===== src/rtl/maple_port_mux_if.sv =====
// Bundles every signal between the Maple port mux and its surroundings except clock and reset.
// slave: the mux side (takes port select, transmitter/receiver status and raw port lines; drives
// port drives, receiver lines and status). master: the controller / transceiver side.
interface maple_port_mux_if #(
  parameter int NPORTS = 4,
  parameter int SELW   = 2
);
  // transaction control and transceiver side
  logic [SELW-1:0]   port_sel;
  logic              tx_busy;
  logic              tx_sdcka;
  logic              tx_sdckb;
  logic              rx_busy;
  logic              rx_sdcka;
  logic              rx_sdckb;
  // physical port side
  logic [NPORTS-1:0] sdcka_i;
  logic [NPORTS-1:0] sdckb_i;
  logic [NPORTS-1:0] sdcka_o;
  logic [NPORTS-1:0] sdckb_o;
  logic [NPORTS-1:0] sdck_oe;
  // status
  logic              ready;
  logic [SELW-1:0]   active_port;
  logic              timeout;
  logic              sel_err;
  logic              collision;

  modport slave (
    input  port_sel, tx_busy, tx_sdcka, tx_sdckb, rx_busy, sdcka_i, sdckb_i,
    output rx_sdcka, rx_sdckb, sdcka_o, sdckb_o, sdck_oe,
    output ready, active_port, timeout, sel_err, collision
  );

  modport master (
    output port_sel, tx_busy, tx_sdcka, tx_sdckb, rx_busy, sdcka_i, sdckb_i,
    input  rx_sdcka, rx_sdckb, sdcka_o, sdckb_o, sdck_oe,
    input  ready, active_port, timeout, sel_err, collision
  );
endinterface


===== src/rtl/maple_port_mux.sv =====
// Routes one shared Maple transmitter/receiver pair to one of NPORTS bidirectional ports per transaction.
// Latency: TX drive is combinational once in TX; port lines reach rx_sdck* after a 2-flop synchroniser.
// Backpressure: none; a tx_busy rise outside IDLE is refused and flagged with a collision pulse.
// Ports: clk/reset (sync, active-high); bus (slave modport) carries port_sel, tx_busy/tx_sdck*,
// rx_busy/rx_sdck*, per-port sdck*_i/sdck*_o/sdck_oe and the ready/active_port/timeout/sel_err/collision status.
module maple_port_mux #(
  parameter int NPORTS         = 4,
  parameter int SELW           = 2,
  parameter int TIMEOUT_CYCLES = 100000,
  parameter int GAP_CYCLES     = 48
) (
  input  logic           clk,
  input  logic           reset,
  maple_port_mux_if.slave bus
);

  // One counter serves both the reply timeout and the idle gap, so size it for the larger.
  localparam int CNT_MAX = (TIMEOUT_CYCLES > GAP_CYCLES) ? TIMEOUT_CYCLES : GAP_CYCLES;
  localparam int CW      = $clog2(CNT_MAX + 1);
  localparam logic [CW-1:0] TO_LAST  = CW'(TIMEOUT_CYCLES - 1);
  localparam logic [CW-1:0] GAP_LAST = CW'(GAP_CYCLES - 1);
  localparam logic [SELW:0] NPORTS_W = (SELW + 1)'(NPORTS);

  typedef enum logic [2:0] {
    S_IDLE,
    S_TX,
    S_WAIT_REPLY,
    S_RX,
    S_GAP
  } state_t;

  state_t            state;
  logic [CW-1:0]     cnt;
  logic              tx_busy_q;
  logic              rx_busy_q;
  logic [SELW-1:0]   active_port;
  logic              ready_q;
  logic              timeout_q;
  logic              sel_err_q;
  logic              collision_q;

  logic [NPORTS-1:0] sync_a1, sync_a2;
  logic [NPORTS-1:0] sync_b1, sync_b2;

  logic              tx_rise, tx_fall, rx_rise, rx_fall;
  logic              sel_ok;
  logic [NPORTS-1:0] oe;
  logic              sel_a, sel_b;
  logic              listening;

  assign tx_rise = bus.tx_busy & ~tx_busy_q;
  assign tx_fall = ~bus.tx_busy & tx_busy_q;
  assign rx_rise = bus.rx_busy & ~rx_busy_q;
  assign rx_fall = ~bus.rx_busy & rx_busy_q;
  assign sel_ok  = {1'b0, bus.port_sel} < NPORTS_W;

  // Port lines are asynchronous to clk; idle level of the bus is 1, so reset the flops high.
  always_ff @(posedge clk) begin
    if (reset) begin
      sync_a1 <= '1;
      sync_a2 <= '1;
      sync_b1 <= '1;
      sync_b2 <= '1;
    end else begin
      sync_a1 <= bus.sdcka_i;
      sync_a2 <= sync_a1;
      sync_b1 <= bus.sdckb_i;
      sync_b2 <= sync_b1;
    end
  end

  // Transaction FSM. ready mirrors "next state is IDLE" so it is registered yet coincides with IDLE;
  // it is held low during reset so it first rises on the edge after release.
  always_ff @(posedge clk) begin
    if (reset) begin
      state       <= S_IDLE;
      cnt         <= '0;
      tx_busy_q   <= 1'b0;
      rx_busy_q   <= 1'b0;
      active_port <= '0;
      ready_q     <= 1'b0;
      timeout_q   <= 1'b0;
      sel_err_q   <= 1'b0;
      collision_q <= 1'b0;
    end else begin
      tx_busy_q   <= bus.tx_busy;
      rx_busy_q   <= bus.rx_busy;
      ready_q     <= 1'b0;
      timeout_q   <= 1'b0;
      sel_err_q   <= 1'b0;
      collision_q <= 1'b0;

      // A new transmission while a transaction is in flight is only reported; nothing is routed.
      if (tx_rise && (state != S_IDLE)) begin
        collision_q <= 1'b1;
      end

      case (state)
        S_IDLE: begin
          ready_q <= 1'b1;
          if (tx_rise) begin
            if (sel_ok) begin
              active_port <= bus.port_sel;
              state       <= S_TX;
              ready_q     <= 1'b0;
            end else begin
              sel_err_q <= 1'b1;
            end
          end
        end
        S_TX: begin
          if (tx_fall) begin
            cnt   <= '0;
            state <= S_WAIT_REPLY;
          end
        end
        S_WAIT_REPLY: begin
          // A reply arriving on the limit cycle takes priority over the timeout.
          if (rx_rise) begin
            state <= S_RX;
          end else if (cnt == TO_LAST) begin
            timeout_q <= 1'b1;
            cnt       <= '0;
            state     <= S_GAP;
          end else begin
            cnt <= cnt + 1'b1;
          end
        end
        S_RX: begin
          if (rx_fall) begin
            cnt   <= '0;
            state <= S_GAP;
          end
        end
        S_GAP: begin
          if (cnt == GAP_LAST) begin
            state   <= S_IDLE;
            ready_q <= 1'b1;
          end else begin
            cnt <= cnt + 1'b1;
          end
        end
        default: begin
          state   <= S_IDLE;
          ready_q <= 1'b1;
        end
      endcase
    end
  end

  // Decode the latched port: drive enable only in TX, receive selection for the reply phases.
  always_comb begin
    oe    = '0;
    sel_a = 1'b1;
    sel_b = 1'b1;
    for (int i = 0; i < NPORTS; i++) begin
      if (active_port == SELW'(i)) begin
        oe[i] = (state == S_TX);
        sel_a = sync_a2[i];
        sel_b = sync_b2[i];
      end
    end
  end

  assign listening = (state == S_WAIT_REPLY) || (state == S_RX);

  assign bus.sdck_oe     = oe;
  assign bus.sdcka_o     = ~oe | {NPORTS{bus.tx_sdcka}};
  assign bus.sdckb_o     = ~oe | {NPORTS{bus.tx_sdckb}};
  assign bus.rx_sdcka    = listening ? sel_a : 1'b1;
  assign bus.rx_sdckb    = listening ? sel_b : 1'b1;
  assign bus.ready       = ready_q;
  assign bus.active_port = active_port;
  assign bus.timeout     = timeout_q;
  assign bus.sel_err     = sel_err_q;
  assign bus.collision   = collision_q;

endmodule


===== src/flat_wrapper.sv =====
// flat-port wrapper written by rule: the top's interface ports become plain ports
module maple_port_mux_flat 
#(
  parameter int NPORTS         = 4,
  parameter int SELW           = 2,
  parameter int TIMEOUT_CYCLES = 100000,
  parameter int GAP_CYCLES     = 48
)
  (clk, reset, bus_port_sel, bus_tx_busy, bus_tx_sdcka, bus_tx_sdckb, bus_rx_busy, bus_sdcka_i, bus_sdckb_i, bus_rx_sdcka, bus_rx_sdckb, bus_sdcka_o, bus_sdckb_o, bus_sdck_oe, bus_ready, bus_active_port, bus_timeout, bus_sel_err, bus_collision);
  maple_port_mux_if #(.NPORTS(NPORTS), .SELW(SELW)) bus_i ();
  input  logic clk;
  input  logic reset;
  input wire logic [$bits(bus_i.port_sel)-1:0] bus_port_sel;
  input wire logic [$bits(bus_i.tx_busy)-1:0] bus_tx_busy;
  input wire logic [$bits(bus_i.tx_sdcka)-1:0] bus_tx_sdcka;
  input wire logic [$bits(bus_i.tx_sdckb)-1:0] bus_tx_sdckb;
  input wire logic [$bits(bus_i.rx_busy)-1:0] bus_rx_busy;
  input wire logic [$bits(bus_i.sdcka_i)-1:0] bus_sdcka_i;
  input wire logic [$bits(bus_i.sdckb_i)-1:0] bus_sdckb_i;
  output wire logic [$bits(bus_i.rx_sdcka)-1:0] bus_rx_sdcka;
  output wire logic [$bits(bus_i.rx_sdckb)-1:0] bus_rx_sdckb;
  output wire logic [$bits(bus_i.sdcka_o)-1:0] bus_sdcka_o;
  output wire logic [$bits(bus_i.sdckb_o)-1:0] bus_sdckb_o;
  output wire logic [$bits(bus_i.sdck_oe)-1:0] bus_sdck_oe;
  output wire logic [$bits(bus_i.ready)-1:0] bus_ready;
  output wire logic [$bits(bus_i.active_port)-1:0] bus_active_port;
  output wire logic [$bits(bus_i.timeout)-1:0] bus_timeout;
  output wire logic [$bits(bus_i.sel_err)-1:0] bus_sel_err;
  output wire logic [$bits(bus_i.collision)-1:0] bus_collision;
  assign bus_i.port_sel = bus_port_sel;
  assign bus_i.tx_busy = bus_tx_busy;
  assign bus_i.tx_sdcka = bus_tx_sdcka;
  assign bus_i.tx_sdckb = bus_tx_sdckb;
  assign bus_i.rx_busy = bus_rx_busy;
  assign bus_i.sdcka_i = bus_sdcka_i;
  assign bus_i.sdckb_i = bus_sdckb_i;
  assign bus_rx_sdcka = bus_i.rx_sdcka;
  assign bus_rx_sdckb = bus_i.rx_sdckb;
  assign bus_sdcka_o = bus_i.sdcka_o;
  assign bus_sdckb_o = bus_i.sdckb_o;
  assign bus_sdck_oe = bus_i.sdck_oe;
  assign bus_ready = bus_i.ready;
  assign bus_active_port = bus_i.active_port;
  assign bus_timeout = bus_i.timeout;
  assign bus_sel_err = bus_i.sel_err;
  assign bus_collision = bus_i.collision;
  maple_port_mux #(.NPORTS(NPORTS), .SELW(SELW), .TIMEOUT_CYCLES(TIMEOUT_CYCLES), .GAP_CYCLES(GAP_CYCLES)) u_core (.clk(clk), .reset(reset), .bus(bus_i));
endmodule

===== config.mk =====
export PLATFORM = sky130hd
export DESIGN_NAME = maple_port_mux_flat
export DESIGN_NICKNAME = d
export VERILOG_FILES = /design/src/rtl/maple_port_mux_if.sv /design/src/rtl/maple_port_mux.sv /design/src/flat_wrapper.sv
export SDC_FILE = /design/constraint.sdc
export NUM_CORES = 1
export LEC_CHECK = 0
export CORE_MARGIN = 2
export CORE_UTILIZATION = 47
export DETAILED_ROUTE_END_ITERATION = 6
export GPL_ROUTABILITY_DRIVEN = 0
export PLACE_DENSITY = 0.78
export SLEW_MARGIN = 10
export SYNTH_ARGS = -nofsm -noshare
export SYNTH_HDL_FRONTEND = slang
export SYNTH_SLANG_ARGS = --single-unit

===== constraint.sdc =====
create_clock -name clk -period 2 [get_ports clk]
set_input_delay 0.6 -clock clk [delete_from_list [all_inputs] [get_ports clk]]
set_output_delay 0.6 -clock clk [all_outputs]
set_load 0.01 [all_outputs]

==> results.tsv <==
stage	metric	value	unit
outcome	status	finished, violations left	
outcome	violations	setup timing	
routing	avgRoutedWirePerCell	16.8	µm
global_route	grt_max_degree	43	
cts	clkTransAtPathRegs	0.10	ns
final_layout	fill_cells	320	
logic_synthesis	synth.largest_area_cell	dfxtp_1	
routing	final_antenna_net_count	0	
sta	skew	0.0104	ns
floorplan	die_w	71.3	µm
logic_synthesis	seq_area_frac_synth	0.404	
global_route	grt_pass1_wl	9470	µm
setup_path	crit_fanout	4	
floorplan	io_pins	36	
cts	cts_tree	done	
setup_path	worstSetupPathType	flip-flop to output pin	
setup_path	worstSetupEndpoint	bus_sdcka_o[2]	
global_route	antenna_found_initial	0	
sta	hold_viol	0	
global_route	grt.total_usage	0.230	
place	dp_hpwl	3740	µm
floorplan	dieArea	5090	µm²
setup_path	r2r_end	u_core.cnt[6]$_SDFFE_PP0P_	
min_path	hold_class	flip-flop to flip-flop	
final_layout	diodes	0	
flow_run	drv_cap	0	
sta	post-route-min-period	2.17	ns
routing	route.detailed.drc	0	
logic_synthesis	synth.distinct_cells	44	
routing	drt_wl_total	6390	µm
routing	drt_pre_antenna_iters	5	
logic_synthesis	syn_inst	249	
setup_path	critPathLaunchType	flip-flop	
place	io_buffers	34	
floorplan	start_util	0.489	
logic_synthesis	synth-edff-count	0	
sta	max-slew-margin-rel	0.556	
setup_path	r2r_cells	7	
place	pre_cts_ws	-0.487	ns
cts	cts_buffer_depth	2	
logic_synthesis	synthTopCellsByArea	dfxtp_1, or2_2, a21oi_1	
logic_synthesis	syn_area_per_cell	8.55	µm²
routing	first_iter_violations	244	
logic_synthesis	yosysMostFrequentCell	dfxtp_1	
cts	cts_buffers	5	
sta	slew_viol_final	0	
floorplan	core_area	4350	µm²
routing	vias	2313	
power_and_ir_drop	peakVddDrop	0.436	mV
floorplan	rows	24	
global_route	grt_overflow	0	
setup_path	r2r-start	u_core.cnt[6]$_SDFFE_PP0P_	
cts	h-tree-depth	2	
setup_path	crit_start	u_core.state[1]$_SDFFE_PP0P_	
final_layout	fin_cells	381	
logic_synthesis	ys.flop_type	dfxtp_1	
final_layout	syn2layout_area_growth	46.7	%
sta	setup_viol	20	
floorplan	fp.dieH	71.3	µm
final_layout	layout-drive-gt1-share	0.383	
sta	fin_ws	-0.173	ns
power_and_ir_drop	cellPowerDensity	604	nW/µm²
logic_synthesis	ys_ff_latch	43	
sta	finalCritPeriodShare	1.09	
logic_synthesis	ys_warn_count	0	
place	place_area	2780	µm²
cts	clk_latency	0.31	ns
logic_synthesis	synth_top_area_frac	0.404	
logic_synthesis	syn_area	2130	µm²
setup_path	crit_arrival	1.57	ns
logic_synthesis	async_flop_share	0	
final_layout	nNetsFinal	345	
sta	rsz0062_at_grt	yes	
global_route	grt_pass1_vias	2093	
setup_path	worstPathRequired	1.40	ns
sta	tightestPinTransition	0.660	ns
place	dp_cells	359	
min_path	hold_path_depth	1	
logic_synthesis	synth_commonest_cells	dfxtp_1, or2_2, nand2_1	
sta	max_clock_freq	0.460	GHz
logic_synthesis	synth_fp_nets	266	
final_layout	design_area	3120	µm²
final_layout	fin_util	0.717	
cts	cts_num_sinks	43	
setup_path	r2r_slack	-0.07	ns
power_and_ir_drop	p_leak	1.15	nW
setup_path	cp-end-kind	output pin	
routing	viasPerCell	6.07	
cts	cts_root_buf	clkbuf_8	
## cell families (layout without fill, tap and decap cells)
kind of cell / count (synthesis) / in the layout / synth area share
flops: 43 / 43 / 0.404
compound gates: 53 / 55 / 0.163
mux: 3 / 3 / 0.0259
fa+ha+maj: 2 / 2 / 0.0106
simple gates: 123 / 123 / 0.343
other cells: 1 / 1 / 0.00176
buf+inv: 24 / 102 / 0.0517
## flip-flops by register name (all words and copies together) (netlist names), 2 cells and up
| name | flops |
|---|---|
| u_core.sync_b1 | 4 |
| u_core.sync_b2 | 4 |
| u_core.bus.active_port | 2 |
| u_core.cnt | 17 |
| u_core.state | 3 |
| u_core.sync_a2 | 4 |
| u_core.sync_a1 | 4 |
## timing repair
action / CTS / global route
gates resized for setup: 82 / 32
gates cloned: 1 / 2
buffers inserted: 7 / 4
pin swaps: 8 / 6
hold buffers: 0 / 0
setup endpoints to repair: 28 / 26
## power breakdown
part / switching, mW / internal [mW]
sequential: 0.0163 / 0.887
clock: 0.347 / 0.257
combinational: 0.185 / 0.196
## critical path, cell delays in order, from the launching register on
cell and delay, ns:
dfxtp_2 0.35, nor2_4 0.16, nand2_4 0.09, buf_6 0.12, nor3b_2 0.14, buf_4 0.14, buf_6 0.09, nand2b_1 0.04
buf_2 0.13
## cell type report
cell class                      instances  area [µm²]  share of cell area
Clock buffer                            5        68.8              0.0220
Inverter                                9        33.8              0.0108
Tap cell                               52        65.1              0.0208
Timing Repair Buffer                   85         754               0.242
Multi-Input combinational cell        184        1300               0.417
Clock inverter                          3        26.3             0.00841
Sequential cell                        43         871               0.279
## cells in the final DEF (no fill, tap or decap), drive strengths merged, types with 2 or more instances in the layout
master         count
a211oi             4
a21oi             15
a31oi              7
and3               5
and4               3
buf               64
clkbuf             6
clkdlybuf4s50     15
dfxtp             43
dlygate4sd2        5
inv               11
mux4               2
nand2             16
nand2b             8
nand3             11
nand4             12
nand4b             2
nor2               8
nor2b              3
nor3              10
nor3b              6
nor4               4
o211ai             3
o21ai              8
o22a               3
o31ai              6
o32ai              4
or2               22
or3                7
or4                5
## layer usage
metal | GRT usage | part of all wire | wire length [µm] | vias to the layer above
met3 | 0.0408 | 0.055 | 354 | 9
met5 | 0 | 0 | 0 | -
met4 | 0.0881 | 0.0064 | 41 | 0
met2 | 0.386 | 0.52 | 3310 | 93
li1 | - | - | - | 1094
met1 | 0.296 | 0.42 | 2680 | 1117
## how the worst min path moves through the flow
stage               slack (ns)                         start                           end
CTS                       0.42  u_core.sync_a1[0]$_SDFF_PP1_  u_core.sync_a2[0]$_SDFF_PP1_
floorplan                 0.39  u_core.sync_a1[0]$_SDFF_PP1_  u_core.sync_a2[0]$_SDFF_PP1_
global route              0.43  u_core.sync_a1[0]$_SDFF_PP1_  u_core.sync_a2[0]$_SDFF_PP1_
finish                    0.41  u_core.sync_a1[0]$_SDFF_PP1_  u_core.sync_a2[0]$_SDFF_PP1_
global placement          0.39  u_core.sync_b1[3]$_SDFF_PP1_  u_core.sync_b2[3]$_SDFF_PP1_
detailed placement        0.40  u_core.sync_b1[3]$_SDFF_PP1_  u_core.sync_b2[3]$_SDFF_PP1_
## through the flow
stage	total power [mW]	hold slack, ns	setup TNS [ns]
2_1_floorplan	1.07	0.389	0
3_3_place_gp	1.21	0.394	-9.59
3_5_place_dp	1.22	0.395	-10.06
4_1_cts	1.83	0.418	-0.803
5_1_grt	1.96	0.433	-3.43
6_report	1.89	0.415	-1.67
Note: power is estimated with default switching activity, not from simulation.
